===== src/rtl/pc_sequencer.sv =====
`default_nettype none
// +--------------------------------------------------------------------------+
// | pc_sequencer: program counter, next-PC select, flush window, halt/trap.  |
// | Revision: 1.0                                                            |
// +--------------------------------------------------------------------------+
module pc_sequencer #(
  parameter logic [31:0] RESET_PC     = 32'h0000_0000,
  parameter logic [31:0] TRAP_VEC     = 32'h0000_0100,
  parameter int unsigned FLUSH_CYCLES = 2
) (
  input  logic        clk,
  input  logic        rst,
  input  logic        stall,
  input  logic [1:0]  pc_sel,
  input  logic [31:0] branch_target,
  input  logic [31:0] jump_target,
  input  logic        halt_req,
  input  logic        resume,
  output logic [31:0] pc,
  output logic [31:0] pc_plus4,
  output logic        flush,
  output logic        halted,
  output logic        misalign,
  output logic [15:0] redirect_cnt
);

  typedef enum logic [1:0] {
    ST_RUN   = 2'd0,
    ST_FLUSH = 2'd1,
    ST_HALT  = 2'd2
  } state_t;

  localparam logic [2:0] c_cnt_init = 3'(FLUSH_CYCLES - 1);

  state_t      r_state, w_state_nxt;
  logic [31:0] r_pc, w_pc_nxt;
  logic [2:0]  r_cnt, w_cnt_nxt;
  logic        r_halt_pending, w_halt_pending_nxt;
  logic        r_misalign, w_misalign_nxt;
  logic [15:0] r_redirect_cnt, w_redirect_cnt_nxt;
  logic [31:0] w_pc_plus4;
  logic [31:0] w_target;
  logic        w_redirect;

  assign w_pc_plus4 = r_pc + 32'd4;
  assign w_redirect = (pc_sel == 2'd1) || (pc_sel == 2'd2);
  assign w_target   = (pc_sel == 2'd2) ? (jump_target & ~32'h1) : branch_target;

  always_ff @(posedge clk) begin
    if (rst) begin
      r_state        <= ST_RUN;
      r_pc           <= RESET_PC;
      r_cnt          <= 3'd0;
      r_halt_pending <= 1'b0;
      r_misalign     <= 1'b0;
      r_redirect_cnt <= 16'd0;
    end else begin
      r_state        <= w_state_nxt;
      r_pc           <= w_pc_nxt;
      r_cnt          <= w_cnt_nxt;
      r_halt_pending <= w_halt_pending_nxt;
      r_misalign     <= w_misalign_nxt;
      r_redirect_cnt <= w_redirect_cnt_nxt;
    end
  end

  // Defaults equal the held values, so a stall simply skips the case below.
  always_comb begin
    w_state_nxt        = r_state;
    w_pc_nxt           = r_pc;
    w_cnt_nxt          = r_cnt;
    w_halt_pending_nxt = r_halt_pending;
    w_misalign_nxt     = 1'b0;
    w_redirect_cnt_nxt = r_redirect_cnt;
    if (!stall) begin
      case (r_state)
        ST_RUN: begin
          if (w_redirect) begin
            w_state_nxt = ST_FLUSH;
            w_cnt_nxt   = c_cnt_init;
            if (halt_req) w_halt_pending_nxt = 1'b1;
            if (w_target[1:0] == 2'b00) begin
              w_pc_nxt = w_target;
              if (r_redirect_cnt != 16'hFFFF) w_redirect_cnt_nxt = r_redirect_cnt + 16'd1;
            end else begin
              w_pc_nxt       = TRAP_VEC;
              w_misalign_nxt = 1'b1;
            end
          end else if (halt_req) begin
            w_state_nxt = ST_HALT;
          end else begin
            w_pc_nxt = w_pc_plus4;
          end
        end
        ST_FLUSH: begin
          w_pc_nxt = w_pc_plus4;
          if (r_cnt == 3'd0) begin
            if (r_halt_pending || halt_req) begin
              w_state_nxt        = ST_HALT;
              w_halt_pending_nxt = 1'b0;
            end else begin
              w_state_nxt = ST_RUN;
            end
          end else begin
            w_cnt_nxt = r_cnt - 3'd1;
            if (halt_req) w_halt_pending_nxt = 1'b1;
          end
        end
        ST_HALT: begin
          if (resume) w_state_nxt = ST_RUN;
        end
        default: w_state_nxt = ST_RUN;
      endcase
    end
  end

  assign pc           = r_pc;
  assign pc_plus4     = w_pc_plus4;
  assign flush        = (r_state == ST_FLUSH);
  assign halted       = (r_state == ST_HALT);
  assign misalign     = r_misalign & ~stall;
  assign redirect_cnt = r_redirect_cnt;

endmodule
`default_nettype wire


===== config.mk =====
export PLATFORM = sky130hd
export DESIGN_NAME = pc_sequencer
export DESIGN_NICKNAME = d
export VERILOG_FILES = /design/src/rtl/pc_sequencer.sv
export SDC_FILE = /design/constraint.sdc
export NUM_CORES = 1
export LEC_CHECK = 0
export BUFFER_PORTS_ARGS = -buffer_cell sky130_fd_sc_hd__buf_4
export CORE_ASPECT_RATIO = 0.9
export CORE_MARGIN = 2
export CORE_UTILIZATION = 40
export DETAILED_ROUTE_END_ITERATION = 10
export GPL_TIMING_DRIVEN = 0
export PLACE_DENSITY = 0.67
export SYNTH_ARGS = -nofsm -noshare
export SYNTH_HDL_FRONTEND = slang
export SYNTH_SLANG_ARGS = --single-unit

===== constraint.sdc =====
create_clock -name clk -period 5.5 [get_ports clk]
set_input_delay 0.55 -clock clk [delete_from_list [all_inputs] [get_ports clk]]
set_output_delay 0.55 -clock clk [all_outputs]
set_load 0.02 [all_outputs]

-- Word level (Yosys, flattened, before mapping)
Cells that the tools add are included.
- register bits after elaboration: 55
- bits of input ports: 71
- output and inout port bits: 83
- logic and storage cells: 57
- add/subtract/negate cells: 3
- eq/ne operators: 12
- muxes and demuxes: 20
- bitwise gates (word level): 4
- reduce and logical (&&, ||, !) cells: 12
- operators by type and width (kind ; count):
    32-bit 2-to-1 mux ; 4
    32-bit case mux with 2 select lines ; 1
    32-bit by 3-bit adder with 32-bit output (second input constant) ; 1
    16-bit by 1-bit adder with 16-bit output (second input constant) ; 1
    16-bit != test (second input constant) ; 1
    4-bit AND reduction ; 3
    2-bit 2-to-1 mux ; 5
    3-bit 2-to-1 mux ; 2
    2-bit != test (second input constant) ; 3
    3-bit != test (second input constant) ; 2
    2-bit case mux with 3 select lines ; 1
    3-bit case mux with 2 select lines ; 1
    1-bit 2-to-1 mux ; 5
    5-bit AND reduction ; 1
    2-bit by 1-bit equality test with 1-bit output (second input constant) ; 2
    2-bit equality test (second input constant) ; 2
    2-bit logical NOT ; 2
    4-bit OR reduction ; 1
    3-bit logical NOT ; 1
    3-bit by 2-bit != test with 1-bit output (second input constant) ; 1
    1-bit NOT ; 3
    3-bit AND reduction ; 1
    3-bit by 1-bit subtractor with 3-bit output (second input constant) ; 1
    1-bit logical OR ; 2
    other kinds (4) ; 4

-- Depth between registers and ports, before layout
- depth in word-level cells: 6
- mapped depth: 9
- depth with buffers taken out: 7

-- Worst setup path after synthesis
No wires, ideal clock.
- path type: register to output
- from: reg r_pc[4], in the netlist pc[4]
- to: out pc_plus4[29]
- arrival: 2.040 ns
- required time: 4.950 ns
- path slack: 2.910 ns
- stages on the path, launching flop included: 8
- buffers on the path: 2
- cell sequence: dfxtp_1 clkbuf_1 and4_1 buf_2 nand2_1 nor4_1 nand2_1 xnor2_1
- cells in the longest elaborated chain, start to end: 1
- RTL lines (item ; line ; RTL):
    start: declaration ; 36 ; logic [31:0] r_pc, w_pc_nxt;
    start signal: assignment ; 59 ; r_pc <= w_pc_nxt;
    32-bit by 3-bit adder with 32-bit output ; 45 ; assign w_pc_plus4 = r_pc + 32'd4;
    end: declaration ; 20 ; output logic [31:0] pc_plus4,
Every way passes these cells.

-- Worst setup path in the final report
Ends and elaborated chain as after synthesis.

==> results_dict.tcl <==
set metrics [dict create \
    run_status "complete, no violations" \
    postSynthCellCount 482 \
    max_freq_ghz 0.3192 \
    period_share_pct 56.96 \
    antenna_violations_before_repair 0 \
    cts-buffers-inserted 5 \
    post_cts_hold_buffer_count 0 \
    final_layout_size_suffix_gt1_share_pct 27.57 \
    min_from "r_cnt[0]" \
    effective_utilization_at_floorplan_pct 41.39 \
    cap_violations 0 \
    wirelength_met1_um 5691 \
    design_area_final_um2 5186 \
    clk_pin_slew_ps 100 \
    critical_path.reg2reg.startpoint "r_state[1]" \
    average_vias_per_placed_instance 5.723 \
    timing.critical_path.required_ps 4950 \
    post_synth.cell_area_avg_um2 7.871 \
    finalHoldViolCount 0 \
    cts_max_level 2 \
    grt_remaining_overflow 0 \
    dr.max_layer_used "met4" \
    cts.sinks 55 \
    area_growth_pct 36.71 \
    detailedPlacementHpwl_um 10240 \
    final.hold.worst_slack_ps 490.6 \
    leakage_nw 2.172 \
    die_h_um 96.39 \
    synth.distinct_cells 56 \
    portBuffers 152 \
    clock_latency_ps 310 \
    rsz0062_at_grt "false" \
    tritoncts "done" \
    finClkSkew_ps 3.786 \
    timing_worst_setup_path_type "reg -> out" \
    routed_wire_length_per_instance_um 17.50 \
    core_area_um2 9166 \
    sequential_fraction_of_the_synthesis_area_pct 29.02 \
    ys_seq_elements 55 \
    worstReg2RegEnd "pc[11]" \
    final.min_clock_period_ps 3133 \
    cts_max_path_buffers 2 \
    worst_hold_path.endpoint "r_cnt[0]" \
    antenna-diode-count 0 \
    reg2reg_depth 6 \
    placedInstanceArea_um2 5087 \
    slew_headroom_pct 30.58 \
    worst_setup_path_end_kind "output port" \
    most-common-layout-cells "154 x sky130_fd_sc_hd__buf_4, 55 x sky130_fd_sc_hd__dfxtp_1, 48 x sky130_fd_sc_hd__nor2_1, 34 x sky130_fd_sc_hd__mux2i_1, 30 x sky130_fd_sc_hd__nor3_1" \
    syn-cell-area_um2 3794 \
    die_area_um2 10280 \
    worst_hold_path_type "reg -> reg" \
    rows 33 \
    critPathLaunch "pc[4]" \
    dr.pass1.iters 5 \
    dieWidth_um 106.7 \
    cts.root.buffer_cell "sky130_fd_sc_hd__clkbuf_8" \
    setup_total_negative_slack_ps 0 \
    wl_met3_um 1234 \
    grt.total_usage_pct 25.25 \
    post-layout-total-power_mw 1.064 \
    final_antenna_net_count 0 \
    synthesized_nets 558 \
    post-route-drc-count 0 \
    final_common_cell "sky130_fd_sc_hd__buf_4" \
    timing.critical_path.from_type "register" \
    number_of_global_route_vias_before_repair 4087 \
    yosysWarnings 0 \
    cts_setup_buffers 0 \
    layout.core_utilization_pct 56.58 \
    whs_path_depth 1 \
    vias 4372 \
    setup-violations-final 0 \
    share_of_flip_flops_with_an_asynchronous_set_or_reset_pct 0 \
    critPathArrivalTime_ps 2580 \
    cp_max_fo 8 \
    ios 154 \
    postRouteWirelength_um 13370 \
    initialDrtViolationCount 221 \
    grt_first_pass_wirelength_um 20650 \
    synth_top_flop_cell "sky130_fd_sc_hd__dfxtp_1" \
    irDropWorstVdd_uv 170.2 \
    power_per_cell_area_nw_per_um2 205.2 \
    timing_worst_slew_pin_value_ps 1032 \
    synth_enable_flop_cells 0 \
    grt_start_max_net_pins 18 \
    gp_routability_congestion 0.9321 \
    fin_nets 717 \
    ff2ff_setup_slack_ps 2840 \
    drv_slew 0 \
    post_cts_resize_count 0 \
    met2_length_um 6250 \
]
## registers in the layout, summed over array words and instances, names as in the netlist
name and flops:
r_state 2, redirect_cnt 16, pc 32, r_cnt 3
r_misalign 1, r_halt_pending 1
## cell families after synthesis
family	Yosys count	synth area share (%)
mux	36	9.565
buf+inv	50	5.508
xor+xnor	37	8.542
flops	55	29.02
fa+ha+maj	5	1.649
compound gates	97	17.48
simple gates	202	28.23
## cell type report
cell class / count / area, um2
fillers: 909 / 3980
repair buffers: 152 / 1141
clock inverters: 2 / 16.27
multi-input cells: 377 / 2484
flip-flops and latches: 55 / 1101
clock buffers: 6 / 82.58
inverters: 14 / 52.55
plain buffers: 36 / 156.4
well taps: 122 / 152.6
## synth_stat cells (15+ instances only)
| cell type | count | share of area (%) |
|---|---|---|
| sky130_fd_sc_hd__clkbuf_1 | 21 | 2.1 |
| sky130_fd_sc_hd__nor4_1 | 20 | 3.3 |
| sky130_fd_sc_hd__mux2i_1 | 34 | 9.0 |
| sky130_fd_sc_hd__nand3_1 | 15 | 2.0 |
| sky130_fd_sc_hd__dfxtp_1 | 55 | 29 |
| sky130_fd_sc_hd__nand2_1 | 28 | 2.8 |
| sky130_fd_sc_hd__nor3_1 | 30 | 4.0 |
| sky130_fd_sc_hd__xor2_1 | 18 | 4.2 |
| sky130_fd_sc_hd__nor2_1 | 48 | 4.7 |
| sky130_fd_sc_hd__nand4_1 | 17 | 2.8 |
| sky130_fd_sc_hd__xnor2_1 | 19 | 4.4 |
| sky130_fd_sc_hd__a21oi_1 | 27 | 3.6 |
## power by group
part	internal (mW)	switching [mW]
Combinational	0.155	0.207
Sequential	0.422	0.0343
Clock	0.103	0.143
## stage by stage
| step | setup WS [ps] | std cells |
|---|---|---|
| 2_1_floorplan | 2910 | 482 |
| 3_3_place_gp | 2422 | 756 |
| 3_5_place_dp | 2325 | 756 |
| 4_1_cts | 2431 | 764 |
| 5_1_grt | 2199 | 764 |
| 6_report | 2367 | 764 |
## critical path: stages (launching register included)
cell and delay [ps]:
sky130_fd_sc_hd__dfxtp_1 350, sky130_fd_sc_hd__clkbuf_1 260, sky130_fd_sc_hd__and4_1 230, sky130_fd_sc_hd__buf_2 190
sky130_fd_sc_hd__nand2_1 220, sky130_fd_sc_hd__nor4_1 510, sky130_fd_sc_hd__nand2_1 150, sky130_fd_sc_hd__xnor2_1 180
sky130_fd_sc_hd__buf_4 170
## per-layer routing
metal,vias up,GRT usage [%]
met1,2034,32.94
li1,2092,-
met3,19,5.567
met5,-,0
met2,227,42.36
met4,0,7.143
## how the worst max path moves through the flow
stage,endpoint,slack (ps),cells past startpoint
5_1_grt,pc_plus4[29],2200,8
3_3_place_gp,pc[11],2420,9
6_report,pc_plus4[29],2370,8
2_1_floorplan,pc_plus4[29],2910,7
3_5_place_dp,pc[5],2330,9
4_1_cts,pc_plus4[29],2430,8
Power figures use the tool's default switching activity.
